**src/rtl/soh_pipe.sv**
```systemverilog
// Second-operand former: decodes S into an operand and buffers it in a 2-entry FIFO.
// Tracks illegal selectors with a sticky flag and counts delivered operands.
module soh_pipe #(
  parameter  int DATA_W = 32,
  parameter  int CNT_W  = 16,
  localparam int SH_W   = $clog2(DATA_W)
) (
  input  logic              clk,
  input  logic              rst_n,
  input  logic              in_valid,
  output logic              in_ready,
  input  logic [DATA_W-1:0] R,
  input  logic [12:0]       imm13,
  input  logic [21:0]       imm22,
  input  logic [29:0]       disp30,
  input  logic [3:0]        S,
  output logic              out_valid,
  input  logic              out_ready,
  output logic [DATA_W-1:0] N,
  output logic              out_err,
  output logic              err_seen,
  input  logic              err_clr,
  output logic [CNT_W-1:0]  ops_cnt
);

  typedef struct packed {
    logic              err;
    logic [DATA_W-1:0] n;
  } ent_t;

  ent_t             mem_q [2];
  ent_t             ent_d;
  logic             wr_ptr_q, rd_ptr_q;
  logic [1:0]       cnt_q, cnt_d;
  logic [CNT_W-1:0] ops_q;
  logic             err_seen_q, err_seen_d;
  logic             push, pop;

  // Fill the extension bits first, then overlay the field; avoids zero-width
  // replications when DATA_W equals the field width.
  always_comb begin
    ent_d     = '0;
    ent_d.err = 1'b0;
    unique case (S)
      4'b0000: ent_d.n = R;
      4'b0001: begin
        ent_d.n       = {DATA_W{imm13[12]}};
        ent_d.n[12:0] = imm13;
      end
      4'b0010: ent_d.n[31:0] = {imm22, 10'b0};
      4'b0011: begin
        ent_d.n       = {DATA_W{imm22[21]}};
        ent_d.n[23:0] = {imm22, 2'b00};
      end
      4'b0100: ent_d.n[SH_W-1:0] = R[SH_W-1:0];
      4'b0101: ent_d.n[SH_W-1:0] = imm13[SH_W-1:0];
      4'b0110: begin
        ent_d.n       = {DATA_W{disp30[29]}};
        ent_d.n[31:0] = {disp30, 2'b00};
      end
      4'b0111: ent_d.n[12:0] = imm13;
      default: begin
        ent_d.n   = R;
        ent_d.err = 1'b1;
      end
    endcase
  end

  assign in_ready  = rst_n & (cnt_q != 2'd2);
  assign out_valid = (cnt_q != 2'd0);
  assign push      = in_valid & in_ready;
  assign pop       = out_valid & out_ready;

  always_comb begin
    cnt_d = cnt_q;
    case ({push, pop})
      2'b10:   cnt_d = cnt_q + 2'd1;
      2'b01:   cnt_d = cnt_q - 2'd1;
      default: cnt_d = cnt_q;
    endcase
  end

  // An error push in the same cycle as err_clr keeps the flag set.
  always_comb begin
    err_seen_d = err_seen_q;
    if (push && ent_d.err) err_seen_d = 1'b1;
    else if (err_clr)      err_seen_d = 1'b0;
  end

  always_ff @(posedge clk or negedge rst_n) begin
    if (!rst_n) begin
      mem_q[0]   <= '0;
      mem_q[1]   <= '0;
      wr_ptr_q   <= 1'b0;
      rd_ptr_q   <= 1'b0;
      cnt_q      <= 2'd0;
      ops_q      <= '0;
      err_seen_q <= 1'b0;
    end else begin
      if (push) begin
        mem_q[wr_ptr_q] <= ent_d;
        wr_ptr_q        <= ~wr_ptr_q;
      end
      if (pop) begin
        rd_ptr_q <= ~rd_ptr_q;
        ops_q    <= ops_q + 1'b1;
      end
      cnt_q      <= cnt_d;
      err_seen_q <= err_seen_d;
    end
  end

  assign N        = mem_q[rd_ptr_q].n;
  assign out_err  = mem_q[rd_ptr_q].err;
  assign err_seen = err_seen_q;
  assign ops_cnt  = ops_q;

endmodule

```
**config.mk**
```make
export PLATFORM = sky130hd
export DESIGN_NAME = soh_pipe
export DESIGN_NICKNAME = d
export VERILOG_FILES = /design/src/rtl/soh_pipe.sv
export SDC_FILE = /design/constraint.sdc
export NUM_CORES = 1
export LEC_CHECK = 0
export BUFFER_PORTS_ARGS = -buffer_cell sky130_fd_sc_hd__buf_2
export CAP_MARGIN = 15
export CORE_MARGIN = 4
export CORE_UTILIZATION = 56
export DETAILED_ROUTE_END_ITERATION = 8
export PLACE_DENSITY = 0.94
export SLEW_MARGIN = 20
export SYNTH_ARGS = -nofsm -noshare
export SYNTH_HDL_FRONTEND = slang
export SYNTH_SLANG_ARGS = --single-unit
```
**constraint.sdc**
```tcl
create_clock -name clk -period 4.6 [get_ports clk]
set_input_delay 0.46 -clock clk [delete_from_list [all_inputs] [get_ports clk]]
set_output_delay 0.46 -clock clk [all_outputs]
set_load 0.01 [all_outputs]
```
# After elaboration in Yosys (flattened, before gate mapping)
# Cells that the tools add are included.
dict set report totals {
  memories 0
  latchBits 0
  mem_bits_rw 0
  wordCells 56
  reg_bits 87
  output_inout_bits 52
  rom_bits 0
  in_bits 106
}
dict set report op_classes {
  shifts 0
  n_mul 0
  order_cmp 3
  bitwise 7
  addsub 3
  muxes 13
  n_reduce_logical 11
  n_div 0
  n_eq_ne 10
}
# op count
set op_table {}
lappend op_table {{33-bit 2-to-1 mux} 4}
lappend op_table {{19-bit case mux with 5 select lines} 1}
lappend op_table {{66-bit bitwise mux} 1}
lappend op_table {{8-bit case mux with 5 select lines} 1}
lappend op_table {{33-bit demux with 1-bit select} 1}
lappend op_table {{5-bit case mux with 4 select lines} 1}
lappend op_table {{16-bit by 1-bit adder with 16-bit output, second input constant} 1}
lappend op_table {{4-bit by 3-bit equality test with 1-bit output, second input constant} 4}
lappend op_table {{4-bit by 2-bit equality test with 1-bit output, second input constant} 2}
lappend op_table {{8-bit OR reduction} 1}
lappend op_table {{2-bit nonzero test} 3}
lappend op_table {{3-bit OR reduction} 2}
lappend op_table {{4-bit by 1-bit equality test with 1-bit output, second input constant} 1}
lappend op_table {{2-bit >= comparator, second input constant} 2}
lappend op_table {{4-bit logical NOT} 1}
lappend op_table {{1-bit NOT with 2-bit output} 2}
lappend op_table {{2-bit case mux with 2 select lines} 1}
lappend op_table {{2-bit OR reduction} 2}
lappend op_table {{1-bit AND} 3}
lappend op_table {{1-bit 2-to-1 mux} 3}
lappend op_table {{2-bit by 1-bit adder with 2-bit output, second input constant} 1}
lappend op_table {{2-bit by 1-bit equality test with 1-bit output, second input constant} 1}
lappend op_table {{2-bit equality test, second input constant} 1}
lappend op_table {{1-bit logical AND} 2}
lappend op_table {{other kinds (4)} 5}

# Logic depth before layout (Yosys ltp)
dict set report depth {
  depth_word 6
  ltp_mapped 6
  ltp_nobuf 6
}

# Least setup slack after synthesis
# OpenSTA, ideal clock, no wires.
dict set report synth_path {
  path_kind {reg2out}
  start {register rd_ptr_q}
  end {output port N[10]}
  arrival_time_ps 1281
  path_buffers 2
  required_time_ps 4140
  path_slack_ps 2859
  path_stages_with_launch 4
  path_cell_list {dfrtp_1 -> clkbuf_1 -> buf_1 -> mux2_2}
}
dict set report synth_between {
  elab_chain_len 4
}
# item line
set synth_rtl {}
lappend synth_rtl {{start: declaration} 33} ;# logic wr_ptr_q, rd_ptr_q;
lappend synth_rtl {{start signal: assignment} 105} ;# rd_ptr_q <= ~rd_ptr_q;
lappend synth_rtl {{1-bit NOT with 2-bit output (implied by the code)} 113} ;# assign N = mem_q[rd_ptr_q].n;
lappend synth_rtl {{33-bit 2-to-1 mux (3 in a row)} -}
lappend synth_rtl {{end: declaration} 19} ;# output logic [DATA_W-1:0] N,
# No other way between the ends. The select of a mux whose other input is x is not followed.

# Worst setup path after layout
dict set report layout_path {
  start {register rd_ptr_q}
  end {output port N[19]}
}
# The elaborated chain is that of the path after synthesis.

==> results.md <==
* Outcome: finished, final reports clean
* # IOs at about 160
* Unique masters post-synth at 57
* Post-synth top area share at 0.432
* Initial core utilization at 0.578
* Routed Antenna Nets at 0
* Synth Instances at 496
* Met2 WL post-DR at 6.68 mm
* Slew Viols, Final at 0
* Setup CP Type: flip-flop to output port
* Worst Hold Class: input port to flip-flop
* Area Overhead vs Synth at 18.6%
* Diode count at 0
* Total track usage at 0.276
* First-pass GRT wire length at 22.5 mm
* Worst skew pair latency at approximately 360 ps
* Die Width at between 100 and 150 um
* IO Port Bufs at 157
* Most common cell after layout, fill and taps aside: buf_2
* Grt total ovfl at 0
* DP Wirelength at approximately 11 mm
* Syn_area_per_cell at 10.2 um2
* Avg WL per Cell at 19.5 um
* Crit path launch type: flip-flop
* CP arrival at between 2000 and 2500 ps
* CTS tree: yes
* Setup Buffers After CTS at 0
* Placer Congestion at around 0.94
* Synth area leaders: dfrtp_1 43%, mux2_2 11%, o31ai_1 7.3%
* Final setup vio count at 0
* Final Power at between 3 and 4 mW
* Avg Vias per Cell at roughly 6.2
* Top_reg_cell synth: dfrtp_1
* Static leakage at around 2.9 nW
* Syn nets at around 600
* Tcrit/Tclk final at 0.560
* Min Tclk post-route at about 2600 ps
* Max-cap violations at 0
* Initial antenna violation count at 0
* Design Area, Final at approximately 6000 um2
* Yosys reg bits at 87
* Crit-path max FO at 22
* Highest metal used: met4
* Die ar. at ~11000 um2
* Via count at around 4.6k
* Clk pin slew, worst setup/hold paths at ~90 ps
* Wire length on met3 at between 1 and 1.5 mm
* Clock sinks at a little under 90
* Largest net degree at the start of global routing at 77
* CTS H-tree lvls at 3
* Pwr/cell area at between 500 and 600 nW/um2
* Clock Skew at 16.3 ps
* Placed Cells at 730
* Core area at 8720 um2
* Post-synth EDFFs at 0
* DRT Pass-1 Iters at 5
* Synth async-reset ratio at 1.00
* Final nets at approximately 740
* Core Rows at 34
* Finished Layout Cells at approximately 750
* Worst path required time at a little over 4000 ps
* Clk buf depth at 2
* Worst VDD drop at ~0.00022 V
* Top cell type by total area after synthesis: dfrtp_1
* Seq/Total Area, Yosys at 0.432
* Number of DRC markers in iteration 0 at between 400 and 500
* Share of cells above drive strength 1 at 0.380
* Synth Warn # at 0
* Fmax at 388 MHz
* Synth Cell Area at a little over 5000 um2
* Total wire length at 14.5 mm
* Cts bufs inserted at 9
* Hold WS at 287 ps
* # DRC at 0
* # resized after CTS at 0
* Crit. End Element: output port
* Most frequent cells in the layout: 156 x buf_2, 87 x dfrtp_1, 72 x nand2_1
* Root Driver: clkbuf_8
* Via count of the first global-routing pass at between 4k and 5k
* Chip height at around 100 um
* Fin Setup TNS at 0 ps
* RSZ-0062 raised after global routing: false
* Fin. Hold Viols at 0
* Hold-fix buffers, CTS at 1
* Cell Area, Placed at a little under 6000 um2
* Worst Max-Slew Pin Slew at 938 ps
* Relative max-transition margin at 0.375
* Routed length on met1 at 6.06 mm
metal layers:
metal,vias to the layer above,GRT usage
li1,2104,-
met1,2228,0.408
met2,277,0.413
met3,34,0.0447
met4,0,0.0976
met5,-,0
cell families (layout without fill, tap and decap cells):
kind of cell,after synthesis,after routing,synth area share
flops,87,87,0.432
fa+ha+maj,2,2,0.00497
buf+inv,39,182,0.0437
xor+xnor,20,20,0.0348
compound gates,122,122,0.182
mux,66,66,0.145
simple gates,160,160,0.158
metrics by stage:
stage | setup slack, ps | utilization
global placement | 2300 | 0.663
global route | 1990 | 0.685
finish | 2020 | 0.685
floorplan | 2860 | -
detailed placement | 2200 | 0.663
CTS | 2060 | 0.685
cells in the mapped netlist, drive strengths merged (3+ instances only):
master,instances
mux2,49
clkbuf,9
a221oi,14
buf,25
a211oi,9
nand4,3
nor3,3
nand3,7
nor2,42
mux2i,17
nand2,72
and2,5
o221a,5
o2bb2ai,6
o31ai,50
nor2b,6
inv,5
xnor2,15
xor2,5
dfrtp,87
a21oi,10
nand2b,5
o21ai,19
and3b,3
sequential cells by signal, indices dropped and copies added, names as in the netlist:
signal / cells
cnt_q: 2
rd_ptr_q: 1
wr_ptr_q: 1
ops_cnt: 16
err_seen: 1
mem_q: 66
worst max-delay path, cell delays in order (launching register included):
cell and delay, ps:
dfrtp_1 750, buf_4 440, mux2_2 420, buf_2 150
report_power, final:
part,switching (mW),internal (mW)
sequential,0.216,1.08
clock,0.284,0.213
combinational,0.732,0.652
total,1.23,1.95
cell type report:
type | count | area [um2]
fill | 703 | 2750
multi-input combinational | 370 | 2640
sequential | 87 | 2180
timing repair buffer | 161 | 821
clock buffer | 10 | 138
tap | 108 | 135
clock inverter | 6 | 43.8
inverter | 5 | 18.8
worst paths after layout:
kind | start | endpoint | slack (ps) | cells after the start
min in group asynchronous | rst_n | mem_q[28] | 540 | 2
max in group asynchronous | rst_n | mem_q[50] | 2860 | 3
setup reg to reg | cnt_q[0] | mem_q[4] | 2510 | 3
setup / recovery | rd_ptr_q | N[19] | 2020 | 3
hold / removal | err_clr | err_seen | 290 | 2
hold reg to reg | ops_cnt[15] | ops_cnt[15] | 470 | 1
(Power assumes the default switching activity.)
